`src/rtl/serial_word_comparator.sv`:
```
// serial_word_comparator
//   Multi-cycle unsigned magnitude comparator for two WIDTH-bit operands.
//   It walks both operands MSB-first in 2-bit digits through an external 2-bit
//   comparator and stops at the first deciding digit.
//
// Ports
//   clk, rst_n            : rising-edge clock, asynchronous active-low reset
//   start                 : compare request, honoured only in IDLE
//   op_a, op_b            : operands, captured when start is accepted
//   dig_a, dig_b          : current digit pair driven to the 2-bit comparator
//   cmp_lt/cmp_gt/cmp_eq  : flags returned by the 2-bit comparator
//   busy                  : high while RUN or DONE
//   done                  : single-cycle pulse when the result is valid
//   lt, gt, eq            : registered word-level result, held until next start
//   err                   : registered flag, comparator returned a non-one-hot set
module serial_word_comparator #(
  parameter int unsigned WIDTH = 8
) (
  input  logic             clk,
  input  logic             rst_n,
  input  logic             start,
  input  logic [WIDTH-1:0] op_a,
  input  logic [WIDTH-1:0] op_b,
  output logic [1:0]       dig_a,
  output logic [1:0]       dig_b,
  input  logic             cmp_lt,
  input  logic             cmp_gt,
  input  logic             cmp_eq,
  output logic             busy,
  output logic             done,
  output logic             lt,
  output logic             gt,
  output logic             eq,
  output logic             err
);

  localparam int unsigned N  = WIDTH / 2;
  localparam int unsigned CW = (N > 1) ? $clog2(N) : 1;

  typedef enum logic [1:0] {
    S_IDLE,
    S_RUN,
    S_DONE
  } state_t;

  state_t           r_state;
  state_t           w_state_nxt;
  logic [WIDTH-1:0] r_sh_a;
  logic [WIDTH-1:0] r_sh_b;
  logic [CW-1:0]    r_cnt;
  logic             r_lt;
  logic             r_gt;
  logic             r_eq;
  logic             r_err;

  logic w_onehot;
  logic w_last;
  logic w_load;
  logic w_shift;
  logic w_clear_sh;
  logic w_set_lt;
  logic w_set_gt;
  logic w_set_eq;
  logic w_set_err;

  // Digits come straight off the shift-register tops: glitch-free, zero in
  // IDLE because the registers are cleared on the way out of DONE, and held
  // during DONE because nothing shifts there.
  assign dig_a = r_sh_a[WIDTH-1 -: 2];
  assign dig_b = r_sh_b[WIDTH-1 -: 2];

  assign lt  = r_lt;
  assign gt  = r_gt;
  assign eq  = r_eq;
  assign err = r_err;

  always_comb begin
    w_state_nxt = r_state;
    w_load      = 1'b0;
    w_shift     = 1'b0;
    w_clear_sh  = 1'b0;
    w_set_lt    = 1'b0;
    w_set_gt    = 1'b0;
    w_set_eq    = 1'b0;
    w_set_err   = 1'b0;
    busy        = 1'b0;
    done        = 1'b0;

    case ({cmp_lt, cmp_gt, cmp_eq})
      3'b100, 3'b010, 3'b001: w_onehot = 1'b1;
      default:                w_onehot = 1'b0;
    endcase
    w_last = (r_cnt == CW'(N - 1));

    case (r_state)
      S_IDLE: begin
        if (start) begin
          w_load      = 1'b1;
          w_state_nxt = S_RUN;
        end
      end
      S_RUN: begin
        busy = 1'b1;
        // A malformed flag set overrides every other decision.
        if (!w_onehot) begin
          w_set_err   = 1'b1;
          w_state_nxt = S_DONE;
        end else if (cmp_gt) begin
          w_set_gt    = 1'b1;
          w_state_nxt = S_DONE;
        end else if (cmp_lt) begin
          w_set_lt    = 1'b1;
          w_state_nxt = S_DONE;
        end else if (w_last) begin
          w_set_eq    = 1'b1;
          w_state_nxt = S_DONE;
        end else begin
          w_shift = 1'b1;
        end
      end
      S_DONE: begin
        busy        = 1'b1;
        done        = 1'b1;
        w_clear_sh  = 1'b1;
        w_state_nxt = S_IDLE;
      end
      default: begin
        w_state_nxt = S_IDLE;
      end
    endcase
  end

  always_ff @(posedge clk or negedge rst_n) begin
    if (!rst_n) begin
      r_state <= S_IDLE;
      r_sh_a  <= '0;
      r_sh_b  <= '0;
      r_cnt   <= '0;
      r_lt    <= 1'b0;
      r_gt    <= 1'b0;
      r_eq    <= 1'b0;
      r_err   <= 1'b0;
    end else begin
      r_state <= w_state_nxt;

      if (w_load) begin
        r_sh_a <= op_a;
        r_sh_b <= op_b;
        r_cnt  <= '0;
      end else if (w_shift) begin
        r_sh_a <= r_sh_a << 2;
        r_sh_b <= r_sh_b << 2;
        r_cnt  <= r_cnt + CW'(1);
      end else if (w_clear_sh) begin
        r_sh_a <= '0;
        r_sh_b <= '0;
        r_cnt  <= '0;
      end

      if (w_load) begin
        r_lt  <= 1'b0;
        r_gt  <= 1'b0;
        r_eq  <= 1'b0;
        r_err <= 1'b0;
      end else begin
        if (w_set_lt)  r_lt  <= 1'b1;
        if (w_set_gt)  r_gt  <= 1'b1;
        if (w_set_eq)  r_eq  <= 1'b1;
        if (w_set_err) r_err <= 1'b1;
      end
    end
  end

endmodule

```
`config.mk`:
```
export PLATFORM = sky130hd
export DESIGN_NAME = serial_word_comparator
export DESIGN_NICKNAME = d
export VERILOG_FILES = /design/src/rtl/serial_word_comparator.sv
export SDC_FILE = /design/constraint.sdc
export NUM_CORES = 1
export LEC_CHECK = 0
export BUFFER_PORTS_ARGS = -buffer_cell sky130_fd_sc_hd__buf_2
export CAP_MARGIN = 30
export CORE_ASPECT_RATIO = 1.1
export CORE_MARGIN = 2
export CORE_UTILIZATION = 43
export CTS_CLUSTER_SIZE = 20
export DETAILED_ROUTE_END_ITERATION = 6
export GPL_TIMING_DRIVEN = 0
export PLACE_DENSITY = 0.7
export SYNTH_ARGS = -nofsm -noshare
export SYNTH_HDL_FRONTEND = slang
export SYNTH_SLANG_ARGS = --single-unit
```
`constraint.sdc`:
```
create_clock -name clk -period 1.7 [get_ports clk]
set_input_delay 0.34 -clock clk [delete_from_list [all_inputs] [get_ports clk]]
set_output_delay 0.34 -clock clk [all_outputs]
set_load 0.01 [all_outputs]
```
=== After elaboration in Yosys (flattened, before gate mapping) ===
Cells that the tools add are included.

* $add $sub $neg: 1
* Eq/ne operators: 8
* Multiplexer cells: 46
* Reduce and logical (&&, ||, !) cells: 9

{| class="wikitable"
|+ Operator list
! kind !! number
|-
| $mux 8 || 5
|-
| $mux 1 || 32
|-
| $mux 2 || 8
|-
| $reduce_bool 2->1 || 4
|-
| $ne 5x5->1 const B || 1
|-
| $eq 2x2->1 const B || 2
|-
| $pmux 2 s2 || 1
|-
| $eq 3x1->1 const B || 1
|-
| $eq 3x2->1 const B || 1
|-
| $eq 3x3->1 const B || 1
|-
| $reduce_bool 3->1 || 1
|-
| $reduce_or 3->1 || 1
|-
| $add 2x1->2 const B || 1
|-
| $eq 2x1->1 const B || 1
|-
| $logic_not 2->1 || 1
|-
| $ne 2x2->1 const B || 1
|-
| $reduce_and 2->1 || 1
|-
| $reduce_or 2->1 || 1
|}

* Register bits: 24

=== Logic depth before layout (Yosys ltp) ===
Gate-level depths: netlist (run 1).

* Word-level depth: 8
* Mapped depth: 7
* Gate-level depth less buffers: 5

=== Least setup slack after synthesis (run 1) ===
No wires, ideal clock.

* Path kind: register -> register
* From: register r_state[1]
* To: register r_sh_a[2]
* Setup time: 0.126 ns
* Arrival time: 1.607 ns
* Slack: -0.033 ns
* Stages on the path, launching flop included: 8
* Buffers on the path: 2
* Period minus slack after synthesis: 1.733 ns
* Cell sequence: dfrtp_1 > inv_1 > ha_1 > nand4bb_1 > buf_6 > o211a_4 > buf_6 > a221o_1

* Cells in the longest elaborated chain, start to end: 4
* Elaborated cells on any way between the ends: 9

{| class="wikitable"
|+ Ends and longest elaborated chain
! element !! RTL line !! text
|-
| start: declaration || 46 || <nowiki>state_t r_state;</nowiki>
|-
| start signal: assignment || 144 || <nowiki>r_state <= w_state_nxt;</nowiki>
|-
| $eq 2x1->1 || 95 || <nowiki>case (r_state)</nowiki>
|-
| $mux 1 || 95 ||
|-
| $mux 8 || 150 || <nowiki>end else if (w_shift) begin</nowiki>
|-
| $mux 8 || 146 || <nowiki>if (w_load) begin</nowiki>
|-
| end signal: assignment || 147 || <nowiki>r_sh_a <= op_a;</nowiki>
|-
| end signal: assignment || 151 || <nowiki>r_sh_a <= r_sh_a << 2;</nowiki>
|-
| end: declaration || 48 || <nowiki>logic [WIDTH-1:0] r_sh_a;</nowiki>
|}

Parallel ways exist; a longest one is shown, timed or not.
A chain may end at the register's enable or synchronous reset.

=== Worst setup path in the final report (run 1) ===
* From: register r_state[1]
* To: register r_sh_a[5]

Same word-level chain as after synthesis.

==> results of run 1 <==
-- synthesized netlist by cell type (2+ instances only) --
master	count
sky130_fd_sc_hd__o21ai_0	5
sky130_fd_sc_hd__a221o_2	2
sky130_fd_sc_hd__o2111ai_1	2
sky130_fd_sc_hd__dfrtp_1	24
sky130_fd_sc_hd__buf_6	2
sky130_fd_sc_hd__and3_1	12
sky130_fd_sc_hd__buf_4	4
sky130_fd_sc_hd__buf_2	2
sky130_fd_sc_hd__inv_1	6
sky130_fd_sc_hd__a21oi_1	3
sky130_fd_sc_hd__a221o_1	10
sky130_fd_sc_hd__clkbuf_1	3
sky130_fd_sc_hd__ha_1	5
sky130_fd_sc_hd__nor2_1	5
sky130_fd_sc_hd__nand2_1	10
-- worst max-delay path by stage --
stage / cells past startpoint / slack (ns) / from / end
finish: 7 / -0.02 / r_state[1] / r_sh_a[5]
global route: 7 / -0.11 / r_state[1] / r_sh_b[4]
CTS: 7 / -0.02 / r_state[1] / r_sh_b[3]
detailed placement: 7 / -0.27 / r_state[0] / r_sh_b[5]
global placement: 7 / -0.24 / r_state[0] / r_sh_a[5]
floorplan: 7 / 0.01 / r_state[0] / r_sh_a[2]
-- sequential cells by signal (all words and copies together) (netlist names) --
register	flops
r_sh_a	8
r_sh_b	8
r_cnt	2
r_state	2
eq	1
err	1
gt	1
lt	1
-- metrics by stage --
step           cell area [sq um]  hold slack, ns
2_1_floorplan               1210          0.0444
3_3_place_gp                1410           0.355
3_5_place_dp                1410           0.355
4_1_cts                     1540           0.216
5_1_grt                     1570           0.207
6_report                    1570           0.221
-- kinds of logic after synthesis --
family                   after synthesis  share of synthesized area
buffers and inverters                 17                     0.0805
XOR/XNOR                               1                    0.00732
AO/OA/AOI/OAI                         29                      0.205
multiplexers                           1                    0.00940
flip-flops                            24                      0.502
adder cells (fa/ha/maj)                5                     0.0522
AND/OR/NAND/NOR                       32                      0.144
-- cell type report --
cell class	instances	area, sq um	area share
buffer	10	75.1	0.0479
timing repair buffer	39	221	0.141
multi-input combinational	68	554	0.354
inverter	6	22.5	0.0144
tap	33	41.3	0.0263
clock inverter	1	30.0	0.0192
sequential	24	601	0.383
clock buffer	3	22.5	0.0144
-- repair_timing --
action	CTS	global route
setup endpoints to repair	12	18
buffers inserted	5	1
gates resized for setup	9	5
cloned	1	0
pin swaps	8	4
hold buffers	1	0
hold endpoints to repair	14	0
-- per-layer routing --
layer / part of all wire / global-route usage / vias up
li1: - / - / 482
met2: 0.51 / 0.332 / 26
met3: 0.058 / 0.0253 / 2
met1: 0.43 / 0.220 / 479
met5: 0 / 0 / -
met4: 0.0039 / 0.0643 / 0
-- report_power, final --
part | internal, mW | switching [mW] | total (mW)
Clock | 0.238 | 0.170 | 0.409
Sequential | 0.821 | 0.150 | 0.971
Combinational | 0.637 | 0.556 | 1.19
-- worst max-delay path, delay by kind of cell (launching register included) --
family | cells | cell delay [ns]
AO/OA/AOI/OAI | 2 | 0.55
adder cells (fa/ha/maj) | 1 | 0.15
buffers and inverters | 3 | 0.40
flip-flops | 1 | 0.42
AND/OR/NAND/NOR | 1 | 0.11
==> out/summary.txt, run 1 <==
OUTCOME
------------------------------------------------------------------------------------------
Result of the run                                                             finished, violations left
Violated checks                                                               negative setup slack

PLACEMENT
------------------------------------------------------------------------------------------
Worst slack, placed                                                              -0.267 ns
Cells after DPL                                                                        173
Input/output buffers                                                                    31
Post-detailed-placement half-perimeter wirelength                                  1850 um
Final Wtd Congestion                                                                 0.696

ROUTING
------------------------------------------------------------------------------------------
Number of nets with antenna violations after detailed routing                            0
Via/cell ratio                                                                        5.38
Total Wirelength                                                                   2530 um
Routed len/inst                                                                    13.8 um
DR DRC count                                                                             0
Vias                                                                                   989
First drt pass iteration count                                                           4
Initial drt markers                                                                     16

POWER AND IR DROP
------------------------------------------------------------------------------------------
Total power                                                                        2.57 mW
Leak Pwr                                                                          0.797 nW
Maximum resistive drop on vdd                                                     0.988 mV
Power Dens Cells                                                              1640 nW/um^2

RUN
------------------------------------------------------------------------------------------
Number of maximum-capacitance violations                                                 0

SETUP PATH
------------------------------------------------------------------------------------------
Largest driver fanout on the critical path                                               5
Register-to-register path setup slack                                             -0.02 ns
Critical Path End Type                                                                flop
Critical Path, Cell by Cell                                                   inv_2, ha_4, nand4bb_1, buf_6, o211a_4, buf_6, a221o_1
Startpoint-to-endpoint class of the critical path                               reg -> reg
Signal arrival time at the worst endpoint                                          1.93 ns
Slowest Stage Delay on Critical Path                                               0.42 ns
R2R Path Start                                                                  r_state[1]
Library cell appearing most often on the critical path                        sky130_fd_sc_hd__buf_6
Cells on worst reg2reg path                                                              7
Startpoint kind of the worst setup timing path                                        flop
FF-to-FF End                                                                     r_sh_a[5]
Cell at the slowest stage of the critical path                                sky130_fd_sc_hd__dfrtp_1
Data required time at the worst endpoint                                           1.91 ns

LOGIC SYNTHESIS
------------------------------------------------------------------------------------------
Primary FF master, synth                                                      sky130_fd_sc_hd__dfrtp_1
Top cells by area, synth                                                      sky130_fd_sc_hd__dfrtp_1 (50%), sky130_fd_sc_hd__a221o_1 (8.4%), sky130_fd_sc_hd__and3_1 (6.3%)
Post-synth design cell area                                                     1200 sq um
Average size of a mapped cell                                                   11.0 sq um
Leading area contributor after synthesis                                      sky130_fd_sc_hd__dfrtp_1
Number of enable flip-flop cells after synthesis                                         0
Synthesis Warnings                                                                       0
Share of synthesized area occupied by flip-flops and latches                         0.502
Number of cells produced by synthesis                                                  109
Yosys cell types                                                                        29
Share of synthesized flip-flops with an asynchronous set or reset                     1.00
Synth Net Count                                                                        136
Register bit count reported by yosys                                                    24
Share of the synthesized area in the top cell type                                   0.502

CTS
------------------------------------------------------------------------------------------
Clock latency on the worst-skew pair                                               0.31 ns
# H-tree levels                                                                          1
Maximum clock insertion buffer count                                                     2
Clock edge transition at the registers on the reported setup and hold paths        0.13 ns
TritonCTS clock tree                                                                  done
Number of clock sinks                                                                   24
Root Driver                                                                   sky130_fd_sc_hd__clkbuf_4
Clock buffers created by TritonCTS                                                       3

HOLD PATH
------------------------------------------------------------------------------------------
WHS Path Cells                                                                           3
Worst hold-check path type                                                       in -> reg
Startpoint of the most critical hold path                                          op_b[1]
End point of the most critical hold path                                         r_sh_b[1]

GLOBAL ROUTE
------------------------------------------------------------------------------------------
Wire length of the first global-routing pass                                       4350 um
Vias in the first global route                                                        1003
Total global-route track usage                                                       0.185
Maximum number of pins on one net before global-route repair                            25
Number of antenna violations at the first check in global routing                        0
Overflow left after global routing                                                       0

CELLS AND AREA
------------------------------------------------------------------------------------------
Share of final-layout standard cells stronger than drive strength 1                  0.424
Most frequent cells in the layout                                             sky130_fd_sc_hd__buf_2 (31), sky130_fd_sc_hd__dfrtp_1 (24), sky130_fd_sc_hd__buf_4 (12), sky130_fd_sc_hd__and3_1 (12), sky130_fd_sc_hd__a221o_1 (10)
Layout area overhead                                                                 30.9%
Layout fillers                                                                         245
Final std cells w/o fill                                                               184
Number of antenna repair diodes                                                          0
Util after Layout                                                                    0.580
Net count of the finished layout                                                       179
Leading cell type in the layout, fill and taps excluded                       sky130_fd_sc_hd__buf_2

FLOORPLAN
------------------------------------------------------------------------------------------
Number of ports placed on the die boundary                                              32
Vertical extent of the die                                                         59.3 um
Core region area                                                                2700 sq um
Area of the die                                                                 3220 sq um
Initial core utilization                                                             0.443
Chip width                                                                         54.3 um
Number of core rows                                                                     20

STA
------------------------------------------------------------------------------------------
Final Max Tran Viols                                                                     0
Final setup violation count                                                             10
Total count of hold-check failures in the final report                                   0
Summed negative setup slack over all endpoints                                   -0.140 ns
Worst-Margin Slew                                                                 0.532 ns
Worst setup skew after layout                                                   0.00507 ns
Final setup slack of the worst path                                             -0.0238 ns
Unrepaired setup endpoints after global routing                                       true
Highest achievable clock rate                                                    0.580 GHz
Tmin final                                                                         1.72 ns
Worst max-slew margin expressed relative to the limit                                0.646
Tcrit/Tclk final                                                                      1.01

No activity file was read; power rests on OpenSTA's default activity.
==> inputs of run 2 (changes only) <==
- SKIP_CTS_REPAIR_TIMING: unset -> 1
==> run 2 against run 1 <==
The run still ends with negative setup slack left. Register-to-register slack got worse by 0.07 ns. Clock skew decreased by 0.0020 ns. Largest power group unchanged. Setup slack got worse by 0.070 ns. Cell count fell by 2.2%. Sequential share of layout area increased by 0.91 points. First-iteration DRC count shrank 13%. Clock power barely moved. Die area unchanged. Via count fell by 2.8%. Power shrank 3.4%. Critical path depth stayed put. Sequential cell count is the same.
==> out/summary.txt, run 2 (synthesis results as in run 1) <==
CELLS AND AREA
------------------------------------------------------------------------------------------
Share of final-layout standard cells stronger than drive strength 1                  0.374
Layout fillers                                                                         252
Util after Layout                                                                    0.567
Layout area overhead                                                                 27.9%
Biggest registers after layout                                                r_sh_a: 8 flops, r_sh_b: 8 flops
Net count of the finished layout                                                       175
Number of antenna repair diodes                                                          0
Most frequent cells in the layout                                             sky130_fd_sc_hd__buf_2 (31), sky130_fd_sc_hd__dfrtp_1 (24), sky130_fd_sc_hd__and3_1 (12), sky130_fd_sc_hd__a221o_1 (10), sky130_fd_sc_hd__nand2_1 (9)
Leading cell type in the layout, fill and taps excluded                       sky130_fd_sc_hd__buf_2

ROUTING
------------------------------------------------------------------------------------------
Initial drt markers                                                                     14
Via/cell ratio                                                                        5.34
Total Wirelength                                                                   2450 um
First drt pass iteration count                                                           4
Number of nets with antenna violations after detailed routing                            0
Vias                                                                                   961
Routed len/inst                                                                    13.6 um
DR DRC count                                                                             0

SETUP PATH
------------------------------------------------------------------------------------------
Startpoint-to-endpoint class of the critical path                               reg -> reg
Cells on worst reg2reg path                                                              7
Cell family with the largest share of critical-path delay                     compound AO/OA/AOI/OAI gates
Signal arrival time at the worst endpoint                                          2.00 ns
Cell at the slowest stage of the critical path                                sky130_fd_sc_hd__dfrtp_1
Crit path buf inv count                                                                  3
Critical Path, Cell by Cell                                                   inv_2, ha_4, nand4bb_1, buf_6, o211a_4, buf_8, a221o_1
Critical Path End Type                                                                flop
Largest driver fanout on the critical path                                              10
Slowest Stage Delay on Critical Path                                               0.42 ns
Instance count on the critical path                                                      7
Data required time at the worst endpoint                                           1.91 ns
Register-to-register path setup slack                                             -0.09 ns
Startpoint kind of the worst setup timing path                                        flop

CTS
------------------------------------------------------------------------------------------
# H-tree levels                                                                          1
Clock edge transition at the registers on the reported setup and hold paths        0.13 ns
Clock latency on the worst-skew pair                                               0.31 ns
Number of clock sinks                                                                   24
Clock buffers created by TritonCTS                                                       3
Maximum clock insertion buffer count                                                     2
TritonCTS clock tree                                                                  done
Root Driver                                                                   sky130_fd_sc_hd__clkbuf_4

POWER AND IR DROP
------------------------------------------------------------------------------------------
Internal power of the cells                                                        1.64 mW
Maximum resistive drop on vdd                                                      1.15 mV
Total power                                                                        2.49 mW
Switching Share                                                                      0.341
Comb power frac                                                                      0.446
Relative contribution of the clock network to total power                            0.164
Net switching component of the power                                                847 uW
Power Dens Cells                                                              1620 nW/um^2
Leak Pwr                                                                          0.783 nW
Fraction of power consumed by sequential logic                                       0.390

OUTCOME
------------------------------------------------------------------------------------------
Result of the run                                                             finished, violations left
Violated checks                                                               negative setup slack

STA
------------------------------------------------------------------------------------------
Unrepaired setup endpoints after global routing                                       true
Final Max Tran Viols                                                                     0
Tmin final                                                                         1.79 ns
Tcrit/Tclk final                                                                      1.06
Worst-Margin Slew                                                                 0.543 ns
Total count of hold-check failures in the final report                                   0
Final setup slack of the worst path                                             -0.0940 ns
Final setup violation count                                                             11
Highest achievable clock rate                                                    0.557 GHz
Hold Slack                                                                        0.225 ns
Worst max-slew margin expressed relative to the limit                                0.638
Worst setup skew after layout                                                   0.00309 ns

PLACEMENT
------------------------------------------------------------------------------------------
Final Wtd Congestion                                                                 0.696
Post-detailed-placement half-perimeter wirelength                                  1850 um
Input/output buffers                                                                    31

FLOORPLAN
------------------------------------------------------------------------------------------
Number of ports placed on the die boundary                                              32
Number of core rows                                                                     20
Core region area                                                                2700 sq um
Area of the die                                                                 3220 sq um
Chip width                                                                         54.3 um
Initial core utilization                                                             0.443
Vertical extent of the die                                                         59.3 um

RUN
------------------------------------------------------------------------------------------
Number of maximum-capacitance violations                                                 0

GLOBAL ROUTE
------------------------------------------------------------------------------------------
Total global-route track usage                                                       0.175
Number of antenna violations at the first check in global routing                        0
Overflow left after global routing                                                       0
Maximum number of pins on one net before global-route repair                            25
Vias in the first global route                                                         961
Wire length of the first global-routing pass                                       4120 um

HOLD PATH
------------------------------------------------------------------------------------------
WHS Path Cells                                                                           3
Worst hold-check path type                                                       in -> reg

run 2: cell types whose count changed in the layout (fill, tap and decap cells not counted), moves of 2 or more:
cell                        before  now
sky130_fd_sc_hd__o2111ai_2       2    0
sky130_fd_sc_hd__o2111ai_1       0    2
sky130_fd_sc_hd__buf_4          12    6
sky130_fd_sc_hd__buf_6           3    1
run 2: layer usage:
metal	routed length [um]	track usage
met4	10	0.0643
met1	1110	0.209
met3	138	0.0253
met2	1190	0.312
met5	0	0
run 2: path summary, 6_finish.rpt:
path / from / end
max in group asynchronous: rst_n / r_sh_b[5]
hold / removal: op_b[1] / r_sh_b[1]
hold reg to reg: eq / eq
min in group asynchronous: rst_n / r_sh_a[7]
setup reg to reg: r_state[1] / r_sh_a[5]
setup / recovery: r_state[1] / r_sh_a[5]
run 2: worst reg2reg max path, stage by stage, from the launching register on:
cell and delay [ns]:
sky130_fd_sc_hd__dfrtp_1 0.42, sky130_fd_sc_hd__inv_2 0.12, sky130_fd_sc_hd__ha_4 0.17, sky130_fd_sc_hd__nand4bb_1 0.12, sky130_fd_sc_hd__buf_6 0.15, sky130_fd_sc_hd__o211a_4 0.25
sky130_fd_sc_hd__buf_8 0.14, sky130_fd_sc_hd__a221o_1 0.34
run 2: metrics by stage:
step	cells	TNS, ns	cell area, sq um	setup slack (ns)
floorplan	109	0	1210	0.00962
global placement	173	-2.45	1410	-0.245
detailed placement	173	-2.79	1410	-0.267
CTS	177	-3.09	1460	-0.292
global route	180	-1.71	1530	-0.165
finish	180	-0.847	1530	-0.0940
run 2: area by class of cell:
cell class / count / area (sq um) / area share
Clock inverter: 1 / 30.0 / 0.0196
Multi-Input combinational cell: 68 / 539 / 0.352
Timing Repair Buffer: 34 / 193 / 0.126
Tap cell: 33 / 41.3 / 0.0270
Inverter: 6 / 22.5 / 0.0147
Buffer: 11 / 82.6 / 0.0539
Clock buffer: 3 / 22.5 / 0.0147
Sequential cell: 24 / 601 / 0.392
run 2: power by group through the flow:
stage | Combinational (mW) | Sequential [mW] | Clock (mW)
floorplan | 0.740 | 0.961 | 0
global route | 1.25 | 1.01 | 0.447
CTS | 1.03 | 0.971 | 0.420
global placement | 0.995 | 0.968 | 0
finish | 1.11 | 0.968 | 0.408
detailed placement | 1.02 | 0.985 | 0
==> inputs of run 3 (changes only) <==
- CORE_ASPECT_RATIO: 1.1 -> 1.75
- PLACE_DENSITY: 0.7 -> 0.67
- SKIP_LAST_GASP: unset -> 1
- clock period: 1.7 -> 2.3 ns (I/O delays scaled with it)
==> run 3 against run 2 <==
The run now ends clean. Fmax fell by 7.0%. Wire length rose by 2.8%. Cell count fell by 5.0%. Critical endpoint is now r_sh_b[7]. Power fell by 30%. Via count fell by 1.7%. Critical path type unchanged. Register-to-register slack improved by 0.46 ns. Count of clock-buffer cells in the layout rose by 1. Sequential power fell by 26%. Non-clock buffer count fell by 3.
==> out/summary.txt, run 3 (synthesis results as in run 1) <==
OUTCOME
------------------------------------------------------------------------------------------
Result of the run                                                             finished, final reports clean

CTS
------------------------------------------------------------------------------------------
TritonCTS clock tree                                                                  done
Maximum clock insertion buffer count                                                     2
# H-tree levels                                                                          1
Clock latency on the worst-skew pair                                               0.26 ns
Clock buffers created by TritonCTS                                                       3
Number of clock sinks                                                                   24
Root Driver                                                                   sky130_fd_sc_hd__clkbuf_8
Clock edge transition at the registers on the reported setup and hold paths        0.08 ns

GLOBAL ROUTE
------------------------------------------------------------------------------------------
Maximum number of pins on one net before global-route repair                            25
Overflow left after global routing                                                       0
Vias in the first global route                                                         954
Wire length of the first global-routing pass                                       4090 um
Total global-route track usage                                                       0.164
Number of antenna violations at the first check in global routing                        0

RUN
------------------------------------------------------------------------------------------
Number of maximum-capacitance violations                                                 0

FLOORPLAN
------------------------------------------------------------------------------------------
Chip width                                                                         43.9 um
Initial core utilization                                                             0.445
Core region area                                                                2690 sq um
Number of ports placed on the die boundary                                              32
Number of core rows                                                                     25
Vertical extent of the die                                                         73.8 um
Area of the die                                                                 3240 sq um

POWER AND IR DROP
------------------------------------------------------------------------------------------
Leak Pwr                                                                          0.762 nW
Power Dens Cells                                                              1210 nW/um^2
Net switching component of the power                                                610 uW
Maximum resistive drop on vdd                                                     0.698 mV
Relative contribution of the clock network to total power                            0.165
Switching Share                                                                      0.350
Comb power frac                                                                      0.428
Internal power of the cells                                                        1.14 mW
Fraction of power consumed by sequential logic                                       0.408

CELLS AND AREA
------------------------------------------------------------------------------------------
Share of final-layout standard cells stronger than drive strength 1                  0.333
Most frequent cells in the layout                                             sky130_fd_sc_hd__buf_2 (33), sky130_fd_sc_hd__dfrtp_1 (24), sky130_fd_sc_hd__and3_1 (12), sky130_fd_sc_hd__nand2_1 (10), sky130_fd_sc_hd__a221o_1 (10)
Final std cells w/o fill                                                               171
Number of antenna repair diodes                                                          0
Leading cell type in the layout, fill and taps excluded                       sky130_fd_sc_hd__buf_2
Net count of the finished layout                                                       172
Biggest registers after layout                                                r_sh_a: 8 flops, r_sh_b: 8 flops
Layout area overhead                                                                 20.4%
Layout fillers                                                                         244
Final instance area                                                             1440 sq um

PLACEMENT
------------------------------------------------------------------------------------------
Post-detailed-placement half-perimeter wirelength                                  1900 um
Cells after DPL                                                                        167
Final Wtd Congestion                                                                 0.755
Placed cell areas                                                               1390 sq um
Input/output buffers                                                                    31

ROUTING
------------------------------------------------------------------------------------------
Number of nets with antenna violations after detailed routing                            0
Via/cell ratio                                                                        5.53
Total Wirelength                                                                   2520 um
Initial drt markers                                                                     17
Vias                                                                                   945
Routed len/inst                                                                    14.7 um
DR DRC count                                                                             0
First drt pass iteration count                                                           2

SETUP PATH
------------------------------------------------------------------------------------------
Startpoint-to-endpoint class of the critical path                               reg -> reg
Cell at the slowest stage of the critical path                                sky130_fd_sc_hd__dfrtp_1
Library cell appearing most often on the critical path                        sky130_fd_sc_hd__buf_2
Critical Path End Type                                                                flop
Cell family with the largest share of critical-path delay                     buffers and inverters
Largest driver fanout on the critical path                                              10
Signal arrival time at the worst endpoint                                          2.14 ns
Crit path buf inv count                                                                  3
Slowest Stage Delay on Critical Path                                               0.37 ns
Startpoint kind of the worst setup timing path                                        flop
Data required time at the worst endpoint                                           2.51 ns
Critical Path, Cell by Cell                                                   inv_1, ha_1, and2_1, buf_2, nor3_1, buf_2, a221o_1

STA
------------------------------------------------------------------------------------------
Summed negative setup slack over all endpoints                                        0 ns
Worst setup skew after layout                                                   0.00126 ns
Worst-Margin Slew                                                                 0.539 ns
Tmin final                                                                         1.93 ns
Highest achievable clock rate                                                    0.518 GHz
Unrepaired setup endpoints after global routing                                      false
Total count of hold-check failures in the final report                                   0
Tcrit/Tclk final                                                                     0.839
Final setup violation count                                                              0
Final Max Tran Viols                                                                     0
Worst max-slew margin expressed relative to the limit                                0.640

HOLD PATH
------------------------------------------------------------------------------------------
Worst hold-check path type                                                     in -> async

-- run 3: cell count changes in the layout (fill, tap and decap cells not counted), moves of 2 or more --
cell	before	now
sky130_fd_sc_hd__clkbuf_4	4	0
sky130_fd_sc_hd__ha_4	2	0
sky130_fd_sc_hd__ha_1	3	5
sky130_fd_sc_hd__buf_2	31	33
sky130_fd_sc_hd__buf_4	6	4
sky130_fd_sc_hd__clkbuf_8	0	4
-- run 3: power groups by stage --
stage | combinational [mW] | sequential, mW | clock, mW
after floorplan | 0.536 | 0.705 | 0
after global placement | 0.727 | 0.710 | 0
after detailed placement | 0.756 | 0.724 | 0
after CTS | 0.761 | 0.714 | 0.300
after global routing | 0.823 | 0.736 | 0.310
final | 0.746 | 0.712 | 0.287
-- run 3: layer usage --
layer	vias to the layer above	wire length, um	part of all wire	global-route usage
met1	447	1040	0.41	0.184
li1	468	-	-	-
met5	-	0	0	0
met4	0	25	0.0099	0.0572
met3	4	142	0.056	0.0295
met2	26	1320	0.52	0.299
-- run 3: worst reg2reg max path, cell delays in order, from the launching register on --
cell	delay, ns
sky130_fd_sc_hd__dfrtp_1	0.37
sky130_fd_sc_hd__inv_1	0.08
sky130_fd_sc_hd__ha_1	0.28
sky130_fd_sc_hd__and2_1	0.18
sky130_fd_sc_hd__buf_2	0.17
sky130_fd_sc_hd__nor3_1	0.32
sky130_fd_sc_hd__buf_2	0.28
sky130_fd_sc_hd__a221o_1	0.17
-- run 3: worst paths after layout --
path | from | endpoint | slack [ns] | cells after the start
worst max-delay path | r_state[0] | r_sh_b[7] | 0.37 | 7
worst min-delay path | rst_n | r_sh_a[5] | 0.17 | 1
worst min register to register | eq | eq | 0.49 | 1
worst max register to register | r_state[0] | r_sh_b[7] | 0.37 | 7
max in group asynchronous | rst_n | r_sh_a[2] | 1.77 | 1
min in group clk | op_b[0] | r_sh_b[0] | 0.40 | 3
-- run 3: through the flow --
step	worst slack [ns]	utilization	hold WS (ns)	power, mW
6_report	0.370	0.536	0.166	1.75
5_1_grt	0.200	0.536	0.224	1.87
4_1_cts	0.339	0.536	0.189	1.77
3_5_place_dp	0.346	0.515	0.475	1.48
3_3_place_gp	0.410	0.515	0.470	1.44
2_1_floorplan	0.567	-	0.164	1.24
-- run 3: layout make-up --
cell class | instances | area, sq um | area share
inverters | 6 | 22.5 | 0.0156
repair buffers | 31 | 155 | 0.108
plain buffers | 11 | 73.8 | 0.0512
flip-flops and latches | 24 | 601 | 0.417
multi-input cells | 68 | 500 | 0.347
clock buffers | 4 | 55.1 | 0.0382
well taps | 27 | 33.8 | 0.0234
